$ cat src/rtl/rng_req_sched.sv
// Sequencer for the shared tt_um_rng core: seeds and warms up the core, then steps it
// once per granted word and hands each word to exactly one requester, round-robin.
//
// state   | meaning
// --------+-------------------------------------------------------------
// SEED    | rng_load pulse with latched seed/mode
// WARMUP  | WARMUP_CYC discarded steps after a load
// ARB     | ready; pick next requester round-robin
// STEP    | advance the core once for the granted word
// WAIT    | RNG_LAT cycles for the core output, captured on the last one
// DELIVER | rnd_valid to the grantee, advance rr pointer
module rng_req_sched #(
    parameter int         NREQ       = 4,
    parameter int         WARMUP_CYC = 8,
    parameter int         RNG_LAT    = 1,
    parameter logic [3:0] DEF_SEED   = 4'h1
) (
    input  logic            clk,
    input  logic            rst,
    input  logic [3:0]      cfg_seed,
    input  logic [1:0]      cfg_mode,
    input  logic            cfg_reseed,
    input  logic [NREQ-1:0] req,
    output logic [NREQ-1:0] gnt,
    output logic            rnd_valid,
    output logic [7:0]      rnd_data,
    output logic            ready,
    output logic [3:0]      rng_seed,
    output logic [1:0]      rng_mode,
    output logic            rng_load,
    output logic            rng_step,
    input  logic [7:0]      rng_data
);

    localparam int IW = (NREQ > 1) ? $clog2(NREQ) : 1;

    typedef enum logic [2:0] {
        S_SEED,
        S_WARMUP,
        S_ARB,
        S_STEP,
        S_WAIT,
        S_DELIVER
    } state_t;

    state_t          state_q, state_d;
    logic [3:0]      seed_q, seed_d;
    logic [1:0]      mode_q, mode_d;
    logic [IW-1:0]   rr_q, rr_d;
    logic [IW-1:0]   idx_q, idx_d;
    logic [NREQ-1:0] gnt_q, gnt_d;
    logic [7:0]      cnt_q, cnt_d;
    logic [7:0]      data_q, data_d;
    logic            pend_q, pend_d;
    logic            found;
    logic [IW-1:0]   pick;

    function automatic logic [IW-1:0] wrap_add(input logic [IW-1:0] base, input int off);
        int s;
        s = int'(base) + off;
        if (s >= NREQ) s = s - NREQ;
        return IW'(s);
    endfunction

    always_comb begin
        found = 1'b0;
        pick  = rr_q;
        for (int i = 0; i < NREQ; i++) begin
            if (!found && req[wrap_add(rr_q, i)]) begin
                found = 1'b1;
                pick  = wrap_add(rr_q, i);
            end
        end
    end

    always_comb begin
        state_d   = state_q;
        seed_d    = seed_q;
        mode_d    = mode_q;
        rr_d      = rr_q;
        idx_d     = idx_q;
        gnt_d     = gnt_q;
        cnt_d     = cnt_q;
        data_d    = data_q;
        pend_d    = pend_q;
        rng_load  = 1'b0;
        rng_step  = 1'b0;
        rnd_valid = 1'b0;

        // Seed 0 locks the LFSR up, so it is never allowed into the register.
        if (cfg_reseed) begin
            seed_d = (cfg_seed == 4'h0) ? 4'h1 : cfg_seed;
            mode_d = cfg_mode;
        end

        case (state_q)
            S_SEED: begin
                rng_load = !rst;
                pend_d   = 1'b0;
                cnt_d    = 8'(WARMUP_CYC - 1);
                if (!cfg_reseed) state_d = S_WARMUP;
            end
            S_WARMUP: begin
                rng_step = 1'b1;
                if (cfg_reseed)          state_d = S_SEED;
                else if (cnt_q == 8'd0)  state_d = S_ARB;
                else                     cnt_d   = cnt_q - 8'd1;
            end
            S_ARB: begin
                if (cfg_reseed) begin
                    state_d = S_SEED;
                end else if (found) begin
                    idx_d       = pick;
                    gnt_d       = '0;
                    gnt_d[pick] = 1'b1;
                    state_d     = S_STEP;
                end
            end
            S_STEP: begin
                rng_step = 1'b1;
                cnt_d    = 8'(RNG_LAT - 1);
                state_d  = S_WAIT;
                if (cfg_reseed) pend_d = 1'b1;
            end
            S_WAIT: begin
                if (cfg_reseed) pend_d = 1'b1;
                if (cnt_q == 8'd0) begin
                    data_d  = rng_data;
                    state_d = S_DELIVER;
                end else begin
                    cnt_d = cnt_q - 8'd1;
                end
            end
            S_DELIVER: begin
                rnd_valid = 1'b1;
                gnt_d     = '0;
                rr_d      = wrap_add(idx_q, 1);
                state_d   = (pend_q || cfg_reseed) ? S_SEED : S_ARB;
            end
            default: state_d = S_SEED;
        endcase
    end

    always_ff @(posedge clk) begin
        if (rst) begin
            state_q <= S_SEED;
            seed_q  <= DEF_SEED;
            mode_q  <= 2'b00;
            rr_q    <= '0;
            idx_q   <= '0;
            gnt_q   <= '0;
            cnt_q   <= '0;
            data_q  <= '0;
            pend_q  <= 1'b0;
        end else begin
            state_q <= state_d;
            seed_q  <= seed_d;
            mode_q  <= mode_d;
            rr_q    <= rr_d;
            idx_q   <= idx_d;
            gnt_q   <= gnt_d;
            cnt_q   <= cnt_d;
            data_q  <= data_d;
            pend_q  <= pend_d;
        end
    end

    assign gnt      = gnt_q;
    assign rnd_data = data_q;
    assign rng_seed = seed_q;
    assign rng_mode = mode_q;
    assign ready    = (state_q == S_ARB) || (state_q == S_STEP) ||
                      (state_q == S_WAIT) || (state_q == S_DELIVER);

endmodule

$ cat config.mk
export PLATFORM = sky130hd
export DESIGN_NAME = rng_req_sched
export DESIGN_NICKNAME = d
export VERILOG_FILES = /design/src/rtl/rng_req_sched.sv
export SDC_FILE = /design/constraint.sdc
export NUM_CORES = 1
export LEC_CHECK = 0
export CORE_AREA = 2 2 61 58
export CTS_CLUSTER_DIAMETER = 80
export CTS_CLUSTER_SIZE = 14
export DETAILED_ROUTE_END_ITERATION = 7
export DIE_AREA = 0 0 63 60
export DONT_BUFFER_PORTS = 1
export HOLD_SLACK_MARGIN = 0.02
export PLACE_DENSITY = 0.7
export SLEW_MARGIN = 20
export SYNTH_ARGS = -nofsm -noshare
export SYNTH_HDL_FRONTEND = slang
export SYNTH_SLANG_ARGS = --single-unit
$ cat constraint.sdc
create_clock -name clk -period 2.4 [get_ports clk]
set_input_delay 0.24 -clock clk [delete_from_list [all_inputs] [get_ports clk]]
set_output_delay 0.24 -clock clk [all_outputs]
set_load 0.03 [all_outputs]
==> out/metrics.cfg, run 1 <==
[global_route]
grt_max_degree=29
grtUsageTotal_pct=18.30
grt_pass1_vias=1190
grt_overflow=0
antenna_found_initial=0
grt_pass1_wl_mm=5.354

[drt]
wl_per_cell_um=14.15
first_pass_iters=4
via_per_inst=5.723
drtIter0Drc=67
postRouteWirelength_mm=3.367
ant_nets=0
post-route-drc-count=0
vias=1362

[power_and_ir_drop]
p_total_w=0.001518
p_leak_nw=0.7464
ir_worst_vdd_v=0.0003901
power_density_nw_per_um2=865.6

[sta]
skew_ns=0.001238
worst_pin_slew_ns=1.007
max_freq_mhz=480.5
whs_ns=0.05740
final_hold_viol_count=0
fin_crit_ns=2.081
slew-limit-headroom_pct=32.62
rsz0062_at_grt=false
fin_setup_tns_ns=0
setup_viol=0
slew_violations=0
post-route-period-util_pct=86.71

[floorplan]
die-area_um2=3780
core_region_area_um2=3178
die_x_um=63
placementRows=20
io_pins=43
start_util_pct=52.32
die_h_um=60

[hold_path]
min_to=rnd_data[0]$_SDFFE_PP0P_
whs_path_depth=2
min_from=rng_data[0]
hold_class=input pin to flip-flop

[critical_path]
worst-setup-path-type=flip-flop to flip-flop
cpPeakStageDelay_ns=0.47
worstPathRequired_ns=2.58
reg2reg_slack_ns=0.32
critPathSlowestCell=a311oi_1
end_kind=flip-flop
r2r-start=cnt_q[0]$_SDFFE_PP0P_
cp_max_fo=3
path_cells=inv_1 -> ha_1 -> nor3b_1 -> a221oi_1 -> a311oi_1 -> mux2i_1 -> nor2_1
reg2reg_to=state_q[0]$_SDFFE_PP0P_
start_kind=flip-flop
crit_arrival_ns=2.26
ff2ff_path_depth=7

[clock_tree]
cts_tree=yes
cts-htree-levels=2
cts_setup_buffers=0
clock-sinks=34
clk_latency_ns=0.32
cts.reportedPaths.clkPinSlew_ns=0.10
cts_made_buffers=5
cts_root_buf=clkbuf_4
cts_buffer_depth=2

[place]
dp_hpwl_mm=2.372
place_congestion=0.8565
portBuffers=0

[synthesis]
synth_cell_types=41
syn_inst=191
syn-num-nets=215
synth_common_cells=34 x dfxtp_1, 34 x nor2_1, 16 x mux2i_1
synth_ff_type=dfxtp_1
synth_enable_flop_cells=0
ys_ff_latch=34
async_reset_ff_share_pct=0
seq_area_frac_synth_pct=40.93
postSynthAreaPerCell_um2=8.706
synth_top_area_share_pct=40.93
netlist_area_um2=1663
synth_area_leader_cell=dfxtp_1
synth_area_leaders=dfxtp_1 41%, mux2i_1 9.6%, nor2_1 7.7%
yosys_warnings=0

[final_layout]
diodes=0
nNetsFinal=217
multiInputGateArea_um2=907.1
area.growth.synth_to_final_pct=5.493
fillers=306
ff_latch_area_um2=680.7
drive_above_1_share_pct=9.794

[flow_run]
drv_cap=0

[run_status]
outcome=complete, no violations

-- cell usage in the layout, fill, tap and decap left out, types with 2 or more instances in the layout --
cell type / netlist / layout
nor2_1: 34 / 34
dfxtp_1: 34 / 34
mux2i_1: 16 / 16
o21ai_0: 15 / 15
a21oi_1: 10 / 10
nand2_1: 8 / 8
inv_1: 7 / 7
nor3_1: 6 / 6
nand3_1: 5 / 5
xor2_1: 5 / 5
clkbuf_4: 0 / 5
nand2b_1: 4 / 4
nor2b_1: 3 / 3
or3b_1: 3 / 3
a211oi_1: 3 / 3
ha_1: 3 / 3
or2_2: 2 / 2
nor3b_1: 2 / 2
o41ai_1: 2 / 2
nand3b_1: 2 / 2
or3_1: 2 / 2
buf_4: 1 / 2
-- timing repair --
| action | in CTS | in global routing |
|---|---|---|
| endpoints found under the hold margin | 28 | 0 |
| hold buffers | 1 | 0 |
| gates resized for setup | 0 | 0 |
-- stage by stage --
| stage | util [%] | worst slack, ns | cells | cell area, um2 |
|---|---|---|---|---|
| 5_1_grt | 55.20 | 0.08145 | 238 | 1754 |
| 2_1_floorplan | - | 0.6120 | 191 | 1663 |
| 4_1_cts | 55.20 | 0.3843 | 238 | 1754 |
| 3_5_place_dp | 52.99 | 0.4449 | 229 | 1684 |
| 6_report | 55.20 | 0.3190 | 238 | 1754 |
| 3_3_place_gp | 52.99 | 0.5187 | 229 | 1684 |
-- worst max path at each step --
| stage | startpoint | end | slack (ns) | cells past startpoint |
|---|---|---|---|---|
| 2_1_floorplan | cnt_q[0]$_SDFFE_PP0P_ | state_q[1]$_SDFFE_PP0P_ | 0.61 | 7 |
| 3_3_place_gp | cnt_q[0]$_SDFFE_PP0P_ | state_q[1]$_SDFFE_PP0P_ | 0.52 | 7 |
| 3_5_place_dp | state_q[1]$_SDFFE_PP0P_ | gnt[0]$_SDFFE_PP0P_ | 0.44 | 4 |
| 4_1_cts | cnt_q[0]$_SDFFE_PP0P_ | state_q[0]$_SDFFE_PP0P_ | 0.38 | 7 |
| 5_1_grt | cnt_q[0]$_SDFFE_PP0P_ | rnd_data[6]$_SDFFE_PP0P_ | 0.08 | 6 |
| 6_report | cnt_q[0]$_SDFFE_PP0P_ | state_q[0]$_SDFFE_PP0P_ | 0.32 | 7 |
-- registers in the layout, indices dropped and copies added (netlist names) --
signal    count
cnt_q         8
gnt           4
idx_q         2
pend_q        1
rnd_data      8
rng_mode      2
rng_seed      4
rr_q          2
state_q       3
-- area by class of cell --
cell class,instances,share of cell area (%)
Clock buffer,7,3.138
Multi-Input combinational cell,142,51.71
Tap cell,44,3.138
Inverter,7,1.498
Sequential cell,34,38.80
Clock inverter,1,0.2853
Timing Repair Buffer,3,1.427
-- critical path: cells and delay by family (launching register included) --
kind	cells	cell delay, ns
DFF	1	0.33
buffers and inverters	1	0.10
AOI/OAI and AO/OA	2	0.67
adders and majority gates	1	0.15
muxes	1	0.24
and+or+nand+nor	2	0.45
-- per-layer routing --
metal	share of wire [%]	vias to the layer above	track usage, %
met2	44	55	28.27
met3	8.2	2	7.345
met4	0.48	0	6.349
met1	47	626	23.41
li1	-	679	-
met5	0	-	0
-- power breakdown --
part,switching [W],total (W),internal [W],leakage [nW]
registers,0.0000816,0.000700,0.000618,0.277
logic,0.000301,0.000497,0.000197,0.434
clock network,0.000180,0.000322,0.000142,0.0353
total,0.000562,0.00152,0.000956,0.746
-- logic make-up after synthesis --
| logic type | after synthesis | synth area share, % |
|---|---|---|
| AO/OA/AOI/OAI | 41 | 16.03 |
| XOR/XNOR | 5 | 2.633 |
| adder cells (fa/ha/maj) | 3 | 2.258 |
| buffers and inverters | 15 | 4.515 |
| flip-flops | 34 | 40.93 |
| multiplexers | 16 | 9.631 |
| AND/OR/NAND/NOR | 77 | 24.00 |
No activity file was read; power rests on OpenSTA's default activity.
==> run 2: changes to the inputs <==
MAX_ROUTING_LAYER = met4   (was unset)
==> out/metrics.cfg, run 2 (same netlist as run 1, synthesis figures left out) <==
[clock_tree]
hold_buffers=1  ; unchanged
cts.reportedPaths.clkPinSlew_ns=0.10  ; about the same
cts_made_buffers=5  ; unchanged
cts-htree-levels=2  ; unchanged
ctsResizeCount=0  ; unchanged
clock-sinks=34  ; unchanged
clk_latency_ns=0.32  ; about the same
cts_tree=yes
cts_buffer_depth=2  ; unchanged
cts_root_buf=clkbuf_4
cts_setup_buffers=0  ; unchanged

[sta]
max_freq_mhz=479.7  ; -0.17%
fin_setup_tns_ns=0  ; unchanged
whs_ns=0.05736  ; -0.00003830 ns
post-route-period-util_pct=86.86  ; +0.15 points
fin_crit_ns=2.085  ; +0.003640 ns
skew_ns=0.002496  ; +0.001258 ns
final_hold_viol_count=0  ; unchanged
worst_pin_slew_ns=1.010  ; +0.002401 ns
rsz0062_at_grt=false
slew-limit-headroom_pct=32.46  ; -0.16 points
slew_violations=0  ; unchanged
setup_viol=0  ; unchanged

[power_and_ir_drop]
sequentialPowerShare_pct=46.0  ; about the same
p_int_w=0.0009565  ; about the same
power_switching_w=0.0005620  ; about the same
clkPwrFrac_pct=21.2  ; about the same
p_total_w=0.001519  ; about the same
ir_worst_vdd_v=0.0003899  ; about the same
p_leak_nw=0.7464  ; unchanged
combPwrFrac_pct=32.8  ; about the same
power_density_nw_per_um2=865.6  ; about the same
sw_frac_of_total_pct=37.01  ; about the same

[floorplan]
die_x_um=63  ; unchanged
io_pins=43  ; unchanged
start_util_pct=52.32  ; unchanged
core_region_area_um2=3178  ; unchanged
die_h_um=60  ; unchanged
die-area_um2=3780  ; unchanged
placementRows=20  ; unchanged

[final_layout]
fillers=306  ; unchanged
diodes=0  ; unchanged
nNetsFinal=217  ; unchanged
drive_above_1_share_pct=9.794  ; unchanged
area.growth.synth_to_final_pct=5.493  ; unchanged
final_cell_mix=34 x nor2_1, 34 x dfxtp_1, 16 x mux2i_1

[critical_path]
path_cells=inv_1 -> ha_1 -> nor3b_1 -> a221oi_1 -> a311oi_1 -> mux2i_1 -> nor2_1
critPathSlowestCell=a311oi_1
crit_arrival_ns=2.27  ; about the same
start_kind=flip-flop
worstPathRequired_ns=2.58  ; about the same
cp_max_fo=3  ; unchanged
end_kind=flip-flop
cpPeakStageDelay_ns=0.47  ; about the same
worst-setup-path-type=flip-flop to flip-flop

[drt]
drtIter0Drc=78  ; +16%
ant_nets=0  ; unchanged
post-route-drc-count=0  ; unchanged
wl_per_cell_um=14.15  ; unchanged
first_pass_iters=4  ; unchanged
vias=1365  ; +0.22%
via_per_inst=5.735  ; +0.22%
postRouteWirelength_mm=3.367  ; unchanged

[global_route]
grt_pass1_wl_mm=5.347  ; -0.13%
antenna_found_initial=0  ; unchanged
grt_max_degree=29  ; unchanged
grt_overflow=0  ; unchanged
grt_pass1_vias=1196  ; +0.50%
grtUsageTotal_pct=18.86  ; +0.56 points

[place]
place_congestion=0.8702  ; +1.6%
dp_hpwl_mm=2.372  ; unchanged
portBuffers=0  ; unchanged

[run_status]
outcome=complete, no violations

[hold_path]
hold_class=input pin to flip-flop

[flow_run]
drv_cap=0  ; unchanged

[run 2: cell counts in the layout (fill, tap and decap cells not counted)]
Identical to the previous run, type by type.
[run 2: worst paths after layout]
check | cells past startpoint | slack, ns | from | end
worst max-delay path | 7 | 0.32 | cnt_q[0]$_SDFFE_PP0P_ | state_q[0]$_SDFFE_PP0P_
worst min-delay path | 2 | 0.06 | rng_data[7] | rnd_data[7]$_SDFFE_PP0P_
worst min register to register | 2 | 0.52 | cnt_q[2]$_SDFFE_PP0P_ | cnt_q[2]$_SDFFE_PP0P_
worst max register to register | 7 | 0.32 | cnt_q[0]$_SDFFE_PP0P_ | state_q[0]$_SDFFE_PP0P_
[run 2: worst max-delay path, delay by kind of cell, from the launching register on]
| kind | cells | cell delay [ns] |
|---|---|---|
| compound gates | 2 | 0.67 |
| fa+ha+maj | 1 | 0.14 |
| buf+inv | 1 | 0.10 |
| flops | 1 | 0.33 |
| mux | 1 | 0.24 |
| simple gates | 2 | 0.45 |
[run 2: area by class of cell]
cell class | instances | area [um2] | area share, %
Clock buffer | 7 | 55.05 | 3.138
Clock inverter | 1 | 5.005 | 0.2853
Inverter | 7 | 26.28 | 1.498
Multi-Input combinational cell | 142 | 907.1 | 51.71
Sequential cell | 34 | 680.7 | 38.80
Tap cell | 44 | 55.05 | 3.138
Timing Repair Buffer | 3 | 25.02 | 1.427
[run 2: stage by stage]
stage               utilization (%)  cells  area [um2]  worst slack, ns
finish                        55.20    238        1754           0.3154
detailed placement            52.99    229        1684           0.4449
global route                  55.20    238        1754          0.08145
global placement              52.99    229        1684           0.5187
CTS                           55.20    238        1754           0.3843
floorplan                         -    191        1663           0.6120
[run 2: routing by layer]
layer	wire [um]	part of all wire [%]	vias to the layer above	track usage [%]
li1	-	-	680	-
met4	16	0.48	0	6.349
met3	279	8.3	2	6.591
met5	0	0	-	-
met2	1485	44	57	28.27
met1	1586	47	626	23.88
[run 2: power by group through the flow]
stage               sequential (W)  clock, W  combinational (W)
floorplan                 0.000682         0           0.000438
global placement          0.000708         0           0.000467
detailed placement        0.000710         0           0.000479
CTS                       0.000697  0.000333           0.000491
global route              0.000709  0.000350           0.000558
finish                    0.000699  0.000322           0.000497
==> run 3: changes to the inputs <==
SLEW_MARGIN = unset   (was 20)
==> results of run 3 <==
Same layout as run 2: the final DEF is identical, and so are final timing and power.
